**src/rtl/drive_sequencer.sv**
```systemverilog
// drive_sequencer: PWM generation, H-bridge drive and line/junction/collision sequencing
// Ports: clk, rst_n (async active-low); dir_ctl line-follow command; col_detect collision level;
//        td_en/td_dir tone decision; shaft_l/shaft_r async encoder pulses;
//        hb_en_a/hb_en_b motor PWM enables; hb_in1..hb_in4 bridge directions;
//        state current state code; seq_done one-cycle completion pulse.
module drive_sequencer #(
  parameter int CLK_HZ         = 50_000_000,
  parameter int PWM_HZ         = 80,
  parameter int FULL_PCT       = 80,
  parameter int VEER_PCT       = 20,
  parameter int TURN_PULSES    = 40,
  parameter int PASS_PULSES    = 16,
  parameter int BACKOFF_PULSES = 20,
  parameter int CNT_W          = 20,
  parameter int PULSE_W        = 8
) (
  input  logic       clk,
  input  logic       rst_n,
  input  logic [3:0] dir_ctl,
  input  logic       col_detect,
  input  logic       td_en,
  input  logic [1:0] td_dir,
  input  logic       shaft_l,
  input  logic       shaft_r,
  output logic       hb_en_a,
  output logic       hb_en_b,
  output logic       hb_in1,
  output logic       hb_in2,
  output logic       hb_in3,
  output logic       hb_in4,
  output logic [2:0] state,
  output logic       seq_done
);
  localparam int PERIOD  = CLK_HZ / PWM_HZ;
  localparam int FULL_P  = FULL_PCT > 80 ? 80 : FULL_PCT;
  localparam int VEER_P  = VEER_PCT > FULL_P ? FULL_P : VEER_PCT;
  localparam int SAT     = 2 ** PULSE_W - 1;
  localparam logic [CNT_W-1:0] PERIOD_M1 = CNT_W'(PERIOD - 1);
  localparam logic [CNT_W-1:0] FULL_ON   = CNT_W'(PERIOD * FULL_P / 100);
  localparam logic [CNT_W-1:0] VEER_ON   = CNT_W'(PERIOD * VEER_P / 100);
  localparam logic [PULSE_W-1:0] T1 = PULSE_W'(TURN_PULSES > SAT ? SAT : TURN_PULSES);
  localparam logic [PULSE_W-1:0] T2 = PULSE_W'(2 * TURN_PULSES > SAT ? SAT : 2 * TURN_PULSES);
  localparam logic [PULSE_W-1:0] TP = PULSE_W'(PASS_PULSES > SAT ? SAT : PASS_PULSES);
  localparam logic [PULSE_W-1:0] TB = PULSE_W'(BACKOFF_PULSES > SAT ? SAT : BACKOFF_PULSES);
  localparam logic [2:0] M_STR = 3'd0, M_VL = 3'd1, M_PL = 3'd2, M_VR = 3'd3, M_PR = 3'd4;
  localparam logic [3:0] D_FWD = 4'b0110, D_PL = 4'b1010, D_PR = 4'b0101, D_REV = 4'b1001;
  typedef enum logic [2:0] {FWD = 3'd0, JUNCTION = 3'd1, TURN = 3'd2, PASS = 3'd3,
                            COLLISION = 3'd4, BACKOFF = 3'd5} state_t;
  state_t st, st_nx;
  logic [CNT_W-1:0] pwm_cnt;
  logic [PULSE_W-1:0] pulse_cnt, target, turn_tgt;
  logic [2:0] sync_l, sync_r, last_mode, dec_mode, mode;
  logic dec_valid, full, veer, edge_l, edge_r, sel_edge, counting, clr, done, finish, turn_left;
  logic en_a_nx, en_b_nx;
  logic [3:0] in_nx;
  assign state    = st;
  assign full     = pwm_cnt < FULL_ON;
  assign veer     = pwm_cnt < VEER_ON;
  assign edge_l   = sync_l[1] & ~sync_l[2];
  assign edge_r   = sync_r[1] & ~sync_r[2];
  assign target   = st == PASS ? TP : st == BACKOFF ? TB : turn_tgt;
  assign done     = pulse_cnt >= target;
  assign finish   = ((st == TURN || st == PASS) && !col_detect && done) || (st == BACKOFF && done);
  assign counting = st == TURN || st == PASS || st == BACKOFF;
  assign sel_edge = st == TURN && turn_left ? edge_r : edge_l;
  assign clr      = (st == JUNCTION && td_en) || (st == COLLISION && !col_detect);
  assign mode     = dec_valid ? dec_mode : last_mode;
  always_ff @(posedge clk or negedge rst_n)
    if (!rst_n) st <= FWD;
    else st <= st_nx;
  always_comb begin
    st_nx = st;
    case (st)
      FWD:       st_nx = col_detect ? COLLISION : dir_ctl[3:2] == 2'b11 ? JUNCTION : FWD;
      JUNCTION:  st_nx = !td_en ? JUNCTION : td_dir == 2'b00 ? PASS : TURN;
      TURN,
      PASS:      st_nx = col_detect ? COLLISION : done ? FWD : st;
      COLLISION: st_nx = col_detect ? COLLISION : BACKOFF;
      BACKOFF:   st_nx = done ? FWD : BACKOFF;
      default:   st_nx = FWD;
    endcase
  end
  always_comb begin
    dec_valid = 1'b1;
    dec_mode  = M_STR;
    case (dir_ctl)
      4'b0000: dec_mode = M_STR;
      4'b0101: dec_mode = M_VL;
      4'b0111: dec_mode = M_PL;
      4'b1001: dec_mode = M_VR;
      4'b1011: dec_mode = M_PR;
      default: dec_valid = 1'b0;
    endcase
  end
  always_comb begin
    en_a_nx = 1'b0;
    en_b_nx = 1'b0;
    in_nx   = 4'b0000;
    case (st)
      FWD: begin
        en_a_nx = mode == M_VL ? veer : full;
        en_b_nx = mode == M_VR ? veer : full;
        in_nx   = mode == M_PL ? D_PL : mode == M_PR ? D_PR : D_FWD;
      end
      TURN: begin
        en_a_nx = full;
        en_b_nx = full;
        in_nx   = turn_left ? D_PL : D_PR;
      end
      PASS: begin
        en_a_nx = full;
        en_b_nx = full;
        in_nx   = D_FWD;
      end
      BACKOFF: begin
        en_a_nx = veer;
        en_b_nx = veer;
        in_nx   = D_REV;
      end
      default: ;
    endcase
  end
  always_ff @(posedge clk or negedge rst_n)
    if (!rst_n) begin
      {hb_en_a, hb_en_b, hb_in1, hb_in2, hb_in3, hb_in4} <= '0;
      seq_done <= 1'b0;
    end else begin
      {hb_en_a, hb_en_b, hb_in1, hb_in2, hb_in3, hb_in4} <= {en_a_nx, en_b_nx, in_nx};
      seq_done <= finish;
    end
  always_ff @(posedge clk or negedge rst_n)
    if (!rst_n) pwm_cnt <= '0;
    else pwm_cnt <= pwm_cnt == PERIOD_M1 ? '0 : pwm_cnt + CNT_W'(1);
  // two flops resynchronise, the third holds the previous level for edge detection
  always_ff @(posedge clk or negedge rst_n)
    if (!rst_n) begin
      sync_l <= '0;
      sync_r <= '0;
    end else begin
      sync_l <= {sync_l[1:0], shaft_l};
      sync_r <= {sync_r[1:0], shaft_r};
    end
  // clear beats a coincident edge; counting saturates at all-ones
  always_ff @(posedge clk or negedge rst_n)
    if (!rst_n) pulse_cnt <= '0;
    else if (clr) pulse_cnt <= '0;
    else if (counting && sel_edge && pulse_cnt != '1) pulse_cnt <= pulse_cnt + PULSE_W'(1);
  always_ff @(posedge clk or negedge rst_n)
    if (!rst_n) begin
      turn_left <= 1'b0;
      turn_tgt  <= '0;
      last_mode <= M_STR;
    end else begin
      if (st == JUNCTION && td_en) begin
        turn_left <= td_dir == 2'b01;
        turn_tgt  <= td_dir == 2'b11 ? T2 : T1;
      end
      if (st == FWD && dec_valid) last_mode <= dec_mode;
    end
endmodule

```
**config.mk**
```make
export PLATFORM = sky130hd
export DESIGN_NAME = drive_sequencer
export DESIGN_NICKNAME = d
export VERILOG_FILES = /design/src/rtl/drive_sequencer.sv
export SDC_FILE = /design/constraint.sdc
export NUM_CORES = 1
export LEC_CHECK = 0
export ABC_AREA = 1
export ABC_CLOCK_PERIOD_IN_PS = 2750
export BUFFER_PORTS_ARGS = -buffer_cell sky130_fd_sc_hd__buf_2
export CAP_MARGIN = 10
export CELL_PAD_IN_SITES_DETAIL_PLACEMENT = 0
export CELL_PAD_IN_SITES_GLOBAL_PLACEMENT = 1
export CORE_AREA = 2 2 85 87
export DETAILED_ROUTE_END_ITERATION = 10
export DIE_AREA = 0 0 87 89
export PLACE_DENSITY_LB_ADDON = 0.05
export SLEW_MARGIN = 20
export SYNTH_ARGS = -nofsm -noshare
export SYNTH_HDL_FRONTEND = slang
export SYNTH_SLANG_ARGS = --single-unit
```
**constraint.sdc**
```tcl
create_clock -name clk -period 2.75 [get_ports clk]
set_input_delay 0 -clock clk [delete_from_list [all_inputs] [get_ports clk]]
set_output_delay 0 -clock clk [all_outputs]
set_load 0.02 [all_outputs]
```
# --- Word-level counts from Yosys, hierarchy flattened ---
# Index checks and enable logic that the tools add are counted.
classes:
  add_sub_neg: 2
  multipliers: 0
  div_mod_pow: 0
  n_lt_le_gt_ge: 3
  n_eq_ne: 19
  shift: 0
  mux: 27
  bitwise: 4
  reduce_logical: 20
ops:
  columns: ["cell", "count"]
  rows:
  - ["8-bit two-way mux", 4]
  - ["20-bit by 1-bit adder with 20-bit output (second input constant)", 1]
  - ["20-bit == test (second input constant)", 1]
  - ["20-bit by 17-bit < comparator with 1-bit output (second input constant)", 1]
  - ["20-bit by 19-bit < comparator with 1-bit output (second input constant)", 1]
  - ["20-bit two-way mux", 1]
  - ["4-bit case mux with 4 select lines", 1]
  - ["3-bit two-way mux", 5]
  - ["3-bit case mux with 5 select lines", 1]
  - ["3-bit by 2-bit == test with 1-bit output (second input constant)", 4]
  - ["3-bit case mux with 4 select lines", 1]
  - ["3-bit == test (second input constant)", 3]
  - ["1-bit logical AND", 9]
  - ["8-bit by 1-bit adder with 8-bit output (second input constant)", 1]
  - ["4-bit by 3-bit == test with 1-bit output (second input constant)", 2]
  - ["4-bit == test (second input constant)", 2]
  - ["8-bit greater-or-equal comparator", 1]
  - ["4-bit two-way mux", 2]
  - ["8-bit != test (second input constant)", 1]
  - ["1-bit two-way mux", 7]
  - ["7-bit two-way mux", 1]
  - ["3-bit by 1-bit == test with 1-bit output (second input constant)", 2]
  - ["1-bit case mux with 3 select lines", 2]
  - ["5-bit OR reduction", 1]
  - ["13 further kinds", 20]
word_totals:
  regBits: 56
  latchBits: 0
  mem_bits_rw: 0
  rom_bits: 0
  inputBits: 12
  out_inout_bits: 10
  wordCells: 90
  mem_count: 0

# --- Logic depth before layout (Yosys ltp) ---
# Gate-level depths: netlist (run 1).
logic_depth:
  depth_word: 8
  depth_mapped: 13
  depth_no_buf: 13

# --- Worst setup path after synthesis (run 1) ---
# OpenSTA, ideal clock, no wires.
synth_path:
  path_kind: "reg-to-reg"
  from: "register st[0] (netlist: state[0])"
  to: "register st[0] (netlist: state[0])"
  setup_ps: 131
  arrival_ps: 1949
  required_time_ps: 2619
  setup_slack_ps: 670
  stages_incl_launch_ff: 14
  n_path_buf: 0
  period_less_slack_ps: 2080
  path_cell_list: "dfrtp_1 -> inv_2 -> nor2_2 -> nand2_1 -> inv_1 -> nor2_1 -> nand2_1 -> ha_1 -> nand4_1 -> or2_2 -> nand2_1 -> inv_1 -> nand2_1 -> nand3_1"
synth_between:
  elab_chain_len: 6
  elab_cells_between_ends: 13
synth_rtl:
  columns: ["item", "line_no", "text"]
  rows:
  - ["start: declaration", "49", "state_t st, st_nx;"]
  - ["start signal: assignment", "70", "else st <= st_nx;"]
  - ["3-bit == test", "61, 73", null]
  - ["8-bit two-way mux (2 in a row)", "61", "assign target = st == PASS ? TP : st == BACKOFF ? TB : turn_tgt;"]
  - ["8-bit greater-or-equal comparator", "62", "assign done = pulse_cnt >= target;"]
  - ["3-bit two-way mux", "79", "BACKOFF: st_nx = done ? FWD : BACKOFF;"]
  - ["3-bit case mux with 5 select lines", "73", "case (st)"]
# Several ways; a longest one is shown, not always the timed one.
# A chain may end at the register's enable or synchronous reset.

# --- Worst setup path in the final report (run 1) ---
# Ends and elaborated chain as after synthesis.

==> run summary, run 1 <==
IO Port Bufs: 21
Part of the power in the clock network: 0.228
Core Rows: 30
Async set-reset flop share out of synthesis: 1.00
NetSw: 0.845 mW
Comb pwr share: 0.344
Min-delay src: col_detect
Max_slew headroom: 0.605
1st-pass router iterations: 4
Final setup vio count: 0
Residual DRC: 0
Mean Syn Cell Area: 7.51 sq um
DP HPWL: 5100 microns
Cell Pwr Density: 650 nW/um^2
P&R area growth vs syn: 11.7%
Count leader, synth: nand2_1
DR WL/cell: 13.3 microns
Fmax achieved: 0.445 GHz
Synth top area cells: dfrtp_1 42%, nand2_1 9.4%, nor2_1 7.3%, inv_1 6.7%, nand3_1 4.6%
Unrepaired setup endpoints after global routing: false
Hold slack final: 0.00368 ns
Layout cells sized above 1: 0.144
Via count: 2,549
Hold Path End: state[2]$_DFFE_PN0P_
LEAKAGE: 1.67 nW
Initial Utilization: 0.439
Area of all placed cells without fillers: 3300 sq um
Synth warn: 0
Die W: 87 microns
Pint: 1.30 mW
CTS buffer count: 5
Switching part of the total power: 0.394
Worst path required time: 2.96 ns
Post-Synthesis Cells: 393
Vias per cell: 5.06
Final std cells w/o fill: 504
Total global-route track usage: 0.189
Placed cells: 490
RePlAce Congestion: 0.863
CP Class: flop to flop
Vias in the first global route: 2,442
CTS Sinks: 50
Slew at the pin closest to its max-slew limit: 0.592 ns
Sequential share of power: 0.429
Synth area leader: dfrtp_1
Period utilization: 0.817
H-tree Lvls: 2
CTS tree: done
Synthesized area: 2950 sq um
Number of synthesized flops with an enable pin: 0
Synth Flop Type: dfrtp_1
Antenna fix cells: 0
Max_cap viols: 0
Nature of the critical path endpoint: flop
Tmin final: 2.25 ns
Die H: 89 microns
Fin. Hold Viols: 0
Final TNS setup: 0 ns
I/O pin count: 22
Max clock buf depth: 2
Routed Antenna Nets: 0
Total Die Area: 7740 sq um
Initial antenna violation count: 0
First-pass GRT wire length: 11,400 microns
Final nets: 443
Worst r2r path cells: 13
Initial drt markers: 113
Resize count post-CTS: 0
RR Startpoint: state[0]$_DFFE_PN0P_
VDD IR-drop max: 0.294 mV
Latest clock arrival within the worst-skew pair: 0.32 ns
Arrival time worst endpoint: 2.46 ns
GR Overflow Total: 0
Post-synth top area share: 0.424
R2r endpoint: state[0]$_DFFE_PN0P_
Register area share after synthesis: 0.424
Type of origin of the critical path: flop
Placed Area: 3140 sq um
Critical-path maximum fanout: 5
Seq cells post-synth: 50
Flop2flop setup slack: 0.50 ns
Pin count of the biggest net entering global routing: 27
Synth unique cells: 35
Hold path depth: 3
Syn_nets: 413
Skew final: 0.00826 ns
CTS root buffer: clkbuf_8
Slew Limit Fails: 0
Status: complete, no violations
Clk slew on worst S/H paths: 0.11 ns
Worst Hold Class: input pin to flop
Synth top cells by count: 74 x nand2_1, 57 x nor2_1, 53 x inv_1
Routed WL: 6690 microns
Placeable Area: 6720 sq um
==> timing repair <==
item	4_1_cts	5_1_grt
hold buffers	6	0
endpoints found under the hold margin	29	0
setup buffers	0	0
==> how the worst max path moves through the flow <==
stage	endpoint	depth (start not counted)	startpoint
final	state[0]$_DFFE_PN0P_	13	state[0]$_DFFE_PN0P_
after global routing	state[0]$_DFFE_PN0P_	13	state[0]$_DFFE_PN0P_
after CTS	state[0]$_DFFE_PN0P_	13	state[0]$_DFFE_PN0P_
after global placement	state[0]$_DFFE_PN0P_	13	state[0]$_DFFE_PN0P_
after detailed placement	state[0]$_DFFE_PN0P_	13	state[0]$_DFFE_PN0P_
after floorplan	state[0]$_DFFE_PN0P_	13	state[0]$_DFFE_PN0P_
==> cell families after synthesis <==
kind of cell | Yosys count | synth area share
and+or+nand+nor | 212 | 0.339
AOI/OAI and AO/OA | 44 | 0.0852
buffers and inverters | 70 | 0.0912
DFF | 50 | 0.424
xor gates and xnor gates | 9 | 0.0267
adders and majority gates | 8 | 0.0339
==> power by group through the flow <==
stage	registers, mW	clock network [mW]	logic (mW)
floorplan	1.00	0	0.445
global placement	0.931	0	0.726
detailed placement	0.935	0	0.733
CTS	0.920	0.501	0.743
global route	0.934	0.524	0.839
finish	0.918	0.488	0.736
==> cells in the final DEF, fill, tap and decap left out, types with 2 or more instances in the layout <==
cell type	synthesis	routed
inv_2	12	12
nand3b_1	2	2
nor2_1	57	57
buf_2	5	21
nand3_2	2	2
nor2_4	3	3
o22ai_1	2	2
o21ai_0	12	12
nor4_1	4	4
nand4_1	17	17
ha_1	8	8
nor3_2	2	2
or2_2	2	2
xor2_1	8	8
o21ai_1	11	11
nand2_1	74	74
nand2_2	3	3
clkbuf_8	0	6
a21oi_1	12	12
nand3_1	27	27
and3_1	2	2
nor3_1	11	11
dfrtp_1	50	50
inv_1	53	53
nor2_2	3	3
dlygate4sd3_1	0	6
==> stage by stage <==
step	setup WS (ns)	util	total power, mW
finish	0.502	0.491	2.14
global placement	0.621	0.467	1.66
detailed placement	0.529	0.467	1.67
floorplan	0.670	-	1.45
global route	0.228	0.491	2.30
CTS	0.496	0.491	2.16
==> metal layers <==
metal	vias up	part of all wire	global-route usage
met5	-	0	0
met4	0	0.011	0.0511
met3	7	0.027	0.0314
met2	36	0.46	0.312
met1	1175	0.50	0.260
li1	1331	-	-
==> cell type report <==
type	count	area, sq um
fill	690	3420
multi-input combinational	273	1430
sequential	50	1250
inverter	65	244
timing repair buffer	28	173
tap	80	100
clock buffer	6	82.6
clock inverter	2	16.3
==> sequential cells by signal, indices dropped and copies added, names as in the netlist <==
name	count
hb_en_b	1
state	3
seq_done	1
pulse_cnt	8
hb_in4	1
hb_in3	1
hb_in1	1
last_mode	3
turn_tgt	2
hb_in2	1
turn_left	1
sync_l	3
pwm_cnt	20
hb_en_a	1
sync_r	3
==> worst max-delay path, stage by stage (launching register included) <==
cell and delay (ns):
dfrtp_1 0.47, inv_2 0.10, nor2_2 0.04, nand2_1 0.15, inv_1 0.13, nor2_1 0.15, nand2_1 0.11, ha_1 0.31
nand4_1 0.08, or2_2 0.30, nand2_1 0.09, inv_1 0.07, nand2_1 0.08, nand3_1 0.08
(Power assumes the default switching activity.)
==> inputs of run 2 (changes only) <==
- ABC_CLOCK_PERIOD_IN_PS: 2750 -> 2100
- clock period: 2.75 -> 2.1 ns (I/O delays scaled with it)
==> run 2 against run 1 <==
Effect of this change: total power up 34%; largest power group unchanged; highest routed layer unchanged; utilization rose by 0.89 points; non-clock buffer count up 4; setup slack got worse by 0.32 ns; fmax is 17% higher; register-to-register slack got worse by 0.32 ns; count of clock-buffer cells in the layout is the same; global-route usage fell by 0.72 points; combinational power increased by 45%; first-iteration DRC count increased by 28%; sequential share of layout area decreased by 0.68 points.
==> run summary, run 2 (synthesis gave the netlist of run 1 again) <==
CTS tree: done
Hold Path End: turn_tgt[4]$_DFFE_PN0P_
Final nets: 447
Arrival time worst endpoint: 2.12 ns
Top Registers: pwm_cnt: 20 flops, pulse_cnt: 8 flops
Die H: 89 microns
Layout cells sized above 1: 0.168
DR WL/cell: 13.1 microns
Top reg by flops: pwm_cnt
Critical path origin: state[2]$_DFFE_PN0P_
Placeable Area: 6720 sq um
LEAKAGE: 1.69 nW
Type of origin of the critical path: flop
Most common cell after layout, fill and taps aside: nand2_1
R2r endpoint: state[2]$_DFFE_PN0P_
Critical-path maximum fanout: 5
IO Port Bufs: 21
Max reg flops: 20
I/O pin count: 22
Cell Pwr Density: 858 nW/um^2
Final std cells w/o fill: 508
Routed Antenna Nets: 0
Worst path required time: 2.30 ns
RR Startpoint: state[2]$_DFFE_PN0P_
Final setup vio count: 0
Placed Area: 3170 sq um
CTS Sinks: 50
Flop2flop setup slack: 0.19 ns
Period utilization: 0.912
Most frequent cells in the layout: 72 x nand2_1, 55 x nor2_1, 52 x inv_1
Residual DRC: 0
Max clock buf depth: 2
Tmin final: 1.91 ns
VDD IR-drop max: 0.359 mV
GR Overflow Total: 0
Fin. Hold Viols: 0
P&R area growth vs syn: 13.8%
CP Class: flop to flop
Die W: 87 microns
Total Die Area: 7740 sq um
Clk slew on worst S/H paths: 0.10 ns
Area of all placed cells without fillers: 3360 sq um
Initial Utilization: 0.439
Antenna fix cells: 0
Max_cap viols: 0
Placed cells: 494
Max_slew headroom: 0.577
Core Rows: 30
RePlAce Congestion: 0.830
1st-pass router iterations: 4
Fmax achieved: 0.522 GHz
Final TNS setup: 0 ns
Worst Hold Class: input pin to flop
Slew at the pin closest to its max-slew limit: 0.634 ns
Routed WL: 6650 microns
Vias in the first global route: 2,345
H-tree Lvls: 2
Min-delay src: td_dir[1]
CTS root buffer: clkbuf_8
Slew Limit Fails: 0
Vias per cell: 4.97
FILL cells: 664
Initial drt markers: 145
Pin count of the biggest net entering global routing: 51
Worst r2r path cells: 12
Skew final: 0.0108 ns
Latest clock arrival within the worst-skew pair: 0.31 ns
First-pass GRT wire length: 11,000 microns
Nature of the critical path endpoint: flop
Status: complete, no violations
Unrepaired setup endpoints after global routing: false
Initial antenna violation count: 0
Total global-route track usage: 0.182
DP HPWL: 5010 microns
Via count: 2,524
CTS buffer count: 5
Hold path depth: 3
-- run 2: cell types whose count changed in the layout (fill, tap and decap cells not counted) --
cell	change
nand2_1	-2
inv_2	+1
ha_4	+1
dlygate4sd3_1	-1
nor2_4	+2
ha_1	-1
nor2_1	-2
inv_1	-1
nand2_2	+2
buf_4	+5
-- run 2: final cells by class --
cell class	count	area, sq um	share of cell area
Clock buffer	6	82.6	0.0246
Clock inverter	2	16.3	0.00485
Inverter	65	244	0.0727
Multi-Input combinational cell	273	1460	0.436
Sequential cell	50	1250	0.373
Tap cell	80	100	0.0298
Timing Repair Buffer	32	200	0.0596
-- run 2: critical path, stage by stage (launching register included) --
cell,delay [ns]
dfrtp_1,0.44
inv_2,0.08
nand2_2,0.09
nor2_4,0.05
nor2_4,0.11
nand2_2,0.08
ha_4,0.27
nand4_1,0.08
or2_2,0.29
nand2_1,0.09
inv_1,0.06
nand2_1,0.08
nand3_1,0.08
-- run 2: how the worst max path moves through the flow --
stage / cells past startpoint / end / slack (ns)
5_1_grt: 12 / state[2]$_DFFE_PN0P_ / 0.0007
6_report: 12 / state[2]$_DFFE_PN0P_ / 0.19
3_3_place_gp: 13 / state[0]$_DFFE_PN0P_ / 0.15
2_1_floorplan: 13 / state[0]$_DFFE_PN0P_ / 0.02
4_1_cts: 12 / state[0]$_DFFE_PN0P_ / 0.04
3_5_place_dp: 12 / state[0]$_DFFE_PN0P_ / 0.07
-- run 2: metrics by stage --
stage          utilization  total power, mW  worst slack (ns)  hold slack, ns
6_report             0.500             2.88             0.185         0.00261
5_1_grt              0.500             3.08          0.000658          0.0174
4_1_cts              0.494             2.85            0.0433         0.00739
3_5_place_dp         0.472             2.21            0.0703           0.110
3_3_place_gp         0.472             2.21             0.154           0.109
2_1_floorplan            -             1.90            0.0204          -0.296
-- run 2: where the power goes --
| group | internal (mW) | switching (mW) |
|---|---|---|
| sequential | 1.11 | 0.0807 |
| clock | 0.272 | 0.347 |
| combinational | 0.372 | 0.697 |
-- run 2: repair_timing --
item	CTS	global route
endpoints found under the setup margin	0	4
hold buffers	5	0
buffers inserted	0	1
resized for setup	0	8
hold endpoints to repair	53	0
-- run 2: routing by layer --
| layer | share of wire | GRT usage |
|---|---|---|
| met2 | 0.45 | 0.301 |
| met5 | 0 | 0 |
| met4 | 0.017 | 0.0668 |
| met3 | 0.036 | 0.0305 |
| met1 | 0.49 | 0.241 |
==> inputs of run 3 (changes only) <==
- CORE_AREA: 2 2 85 87 -> 2 2 73 102
- DIE_AREA: 0 0 87 89 -> 0 0 75 104
- SKIP_CTS_REPAIR_TIMING: not set -> 1
==> run 3 against run 2 <==
Effect of this change: wire length is 6.8% higher; count of clock-buffer cells in the layout is 1 lower; register-to-register slack worse by 0.03 ns; highest routed layer unchanged; utilization is 0.73 points lower; total power is 2.5% higher; via count is 2.3% higher; final area is 1.1% higher; combinational power hardly changed.
==> run summary, run 3 (synthesis gave the netlist of run 1 again) <==
Initial Utilization: 0.428
LEAKAGE: 1.70 nW
Flop2flop setup slack: 0.15 ns
Most frequent cells in the layout: 71 x nand2_1, 55 x nor2_1, 52 x inv_1
Status: complete, no violations
Final nets: 447
IO Port Bufs: 21
GR Overflow Total: 0
Slew Limit Fails: 0
Worst path required time: 2.36 ns
Fin. Hold Viols: 0
Clk slew on worst S/H paths: 0.10 ns
Worst path slowest cell: dfrtp_1
Routed WL: 7110 microns
R2r endpoint: state[0]$_DFFE_PN0P_
Via count: 2,582
CP Class: flop to flop
Antenna fix cells: 0
H-tree Lvls: 2
1st-pass router iterations: 4
Most frequent CP cell: nand2_2
Critical-path maximum fanout: 5
Max reg flops: 20
Fmax achieved: 0.513 GHz
VDD IR-drop max: 0.471 mV
Final setup vio count: 0
Max_slew headroom: 0.575
Residual DRC: 0
Arrival time worst endpoint: 2.21 ns
Skew final: 0.00838 ns
Latest clock arrival within the worst-skew pair: 0.32 ns
Area of all placed cells without fillers: 3390 sq um
Cell Pwr Density: 869 nW/um^2
DR WL/cell: 13.6 microns
Min-delay src: col_detect
Critical Path, Cell by Cell: inv_2 -> nand2_2 -> nor2_2 -> nor2_2 -> nand2_2 -> ha_4 -> a21o_1 -> a211oi_1 -> nand2_2 -> inv_2 -> nand2_1 -> nand3_1
Placed Area: 3200 sq um
Total Die Area: 7800 sq um
Hold slack final: 0.00871 ns
Total design power: 2.95 mW
Tmin final: 1.95 ns
Pin count of the biggest net entering global routing: 27
Worst path max stage delay: 0.45 ns
Core Rows: 36
Met2 Use GR: 0.320
Slew at the pin closest to its max-slew limit: 0.638 ns
Max_cap viols: 0
P&R area growth vs syn: 15.0%
DP HPWL: 5460 microns
RePlAce Congestion: 0.815
Met3 usage in global routing: 0.0446
Hold Path End: state[2]$_DFFE_PN0P_
Setup ws final: 0.152 ns
Nature of the critical path endpoint: flop
CTS tree: done
Max clock buf depth: 2
Initial drt markers: 118
First-pass GRT wire length: 11,700 microns
RR Startpoint: state[2]$_DFFE_PN0P_
Routed Antenna Nets: 0
Top reg by flops: pwm_cnt
Period utilization: 0.928
Type of origin of the critical path: flop
Vias per cell: 4.94
M1 GR Usage: 0.237
Die W: 75 microns
GR peak layer: met2
Most common cell after layout, fill and taps aside: nand2_1
Vias in the first global route: 2,508
Worst r2r path cells: 12
Initial antenna violation count: 0
Placeable Area: 6890 sq um
Die H: 104 microns
CTS Sinks: 50
Worst Hold Class: input pin to flop
Layout cells sized above 1: 0.168
CTS buffer count: 5
CTS root buffer: clkbuf_8
Hold path depth: 3
I/O pin count: 22
Place WS: 0.0706 ns
Total global-route track usage: 0.195
Top Registers: pwm_cnt: 20 flops, pulse_cnt: 8 flops
## run 3: area by class of cell
| class | instances | area (sq um) |
|---|---|---|
| Clock buffer | 5 | 68.8 |
| Multi-Input combinational cell | 273 | 1460 |
| Sequential cell | 50 | 1250 |
| Clock inverter | 3 | 40.0 |
| Inverter | 65 | 244 |
| Tap cell | 95 | 119 |
| Fill cell | 704 | 3500 |
| Timing Repair Buffer | 32 | 215 |
## run 3: metal layers
layer / wire [microns] / part of all wire
met5: 0 / 0
met4: 230 / 0.032
met3: 179 / 0.025
met2: 3680 / 0.52
met1: 3020 / 0.42
## run 3: report_power, final
group          switching [mW]  total (mW)  internal (mW)
combinational           0.690        1.06          0.371
sequential             0.0871        1.20           1.11
clock                   0.340       0.692          0.351
total                    1.12        2.95           1.83
## run 3: how the worst max path moves through the flow
stage	start	to	slack (ns)
floorplan	state[0]$_DFFE_PN0P_	state[0]$_DFFE_PN0P_	0.02
global placement	state[2]$_DFFE_PN0P_	state[0]$_DFFE_PN0P_	0.15
detailed placement	state[2]$_DFFE_PN0P_	state[0]$_DFFE_PN0P_	0.07
CTS	state[2]$_DFFE_PN0P_	state[0]$_DFFE_PN0P_	0.04
global route	state[2]$_DFFE_PN0P_	state[0]$_DFFE_PN0P_	-0.01
finish	state[2]$_DFFE_PN0P_	state[0]$_DFFE_PN0P_	0.15
## run 3: worst max-delay path: cells and delay by family, from the launching register on
family                   cells  cell delay (ns)
buffers and inverters        2             0.18
adder cells (fa/ha/maj)      1             0.20
AND/OR/NAND/NOR              7             0.65
AO/OA/AOI/OAI                2             0.40
flip-flops                   1             0.45
## run 3: through the flow
step / TNS [ns] / utilization / cells
finish: 0 / 0.492 / 523
global route: -0.0116 / 0.492 / 523
CTS: 0 / 0.480 / 517
detailed placement: 0 / 0.464 / 509
global placement: 0 / 0.464 / 509
floorplan: 0 / - / 393
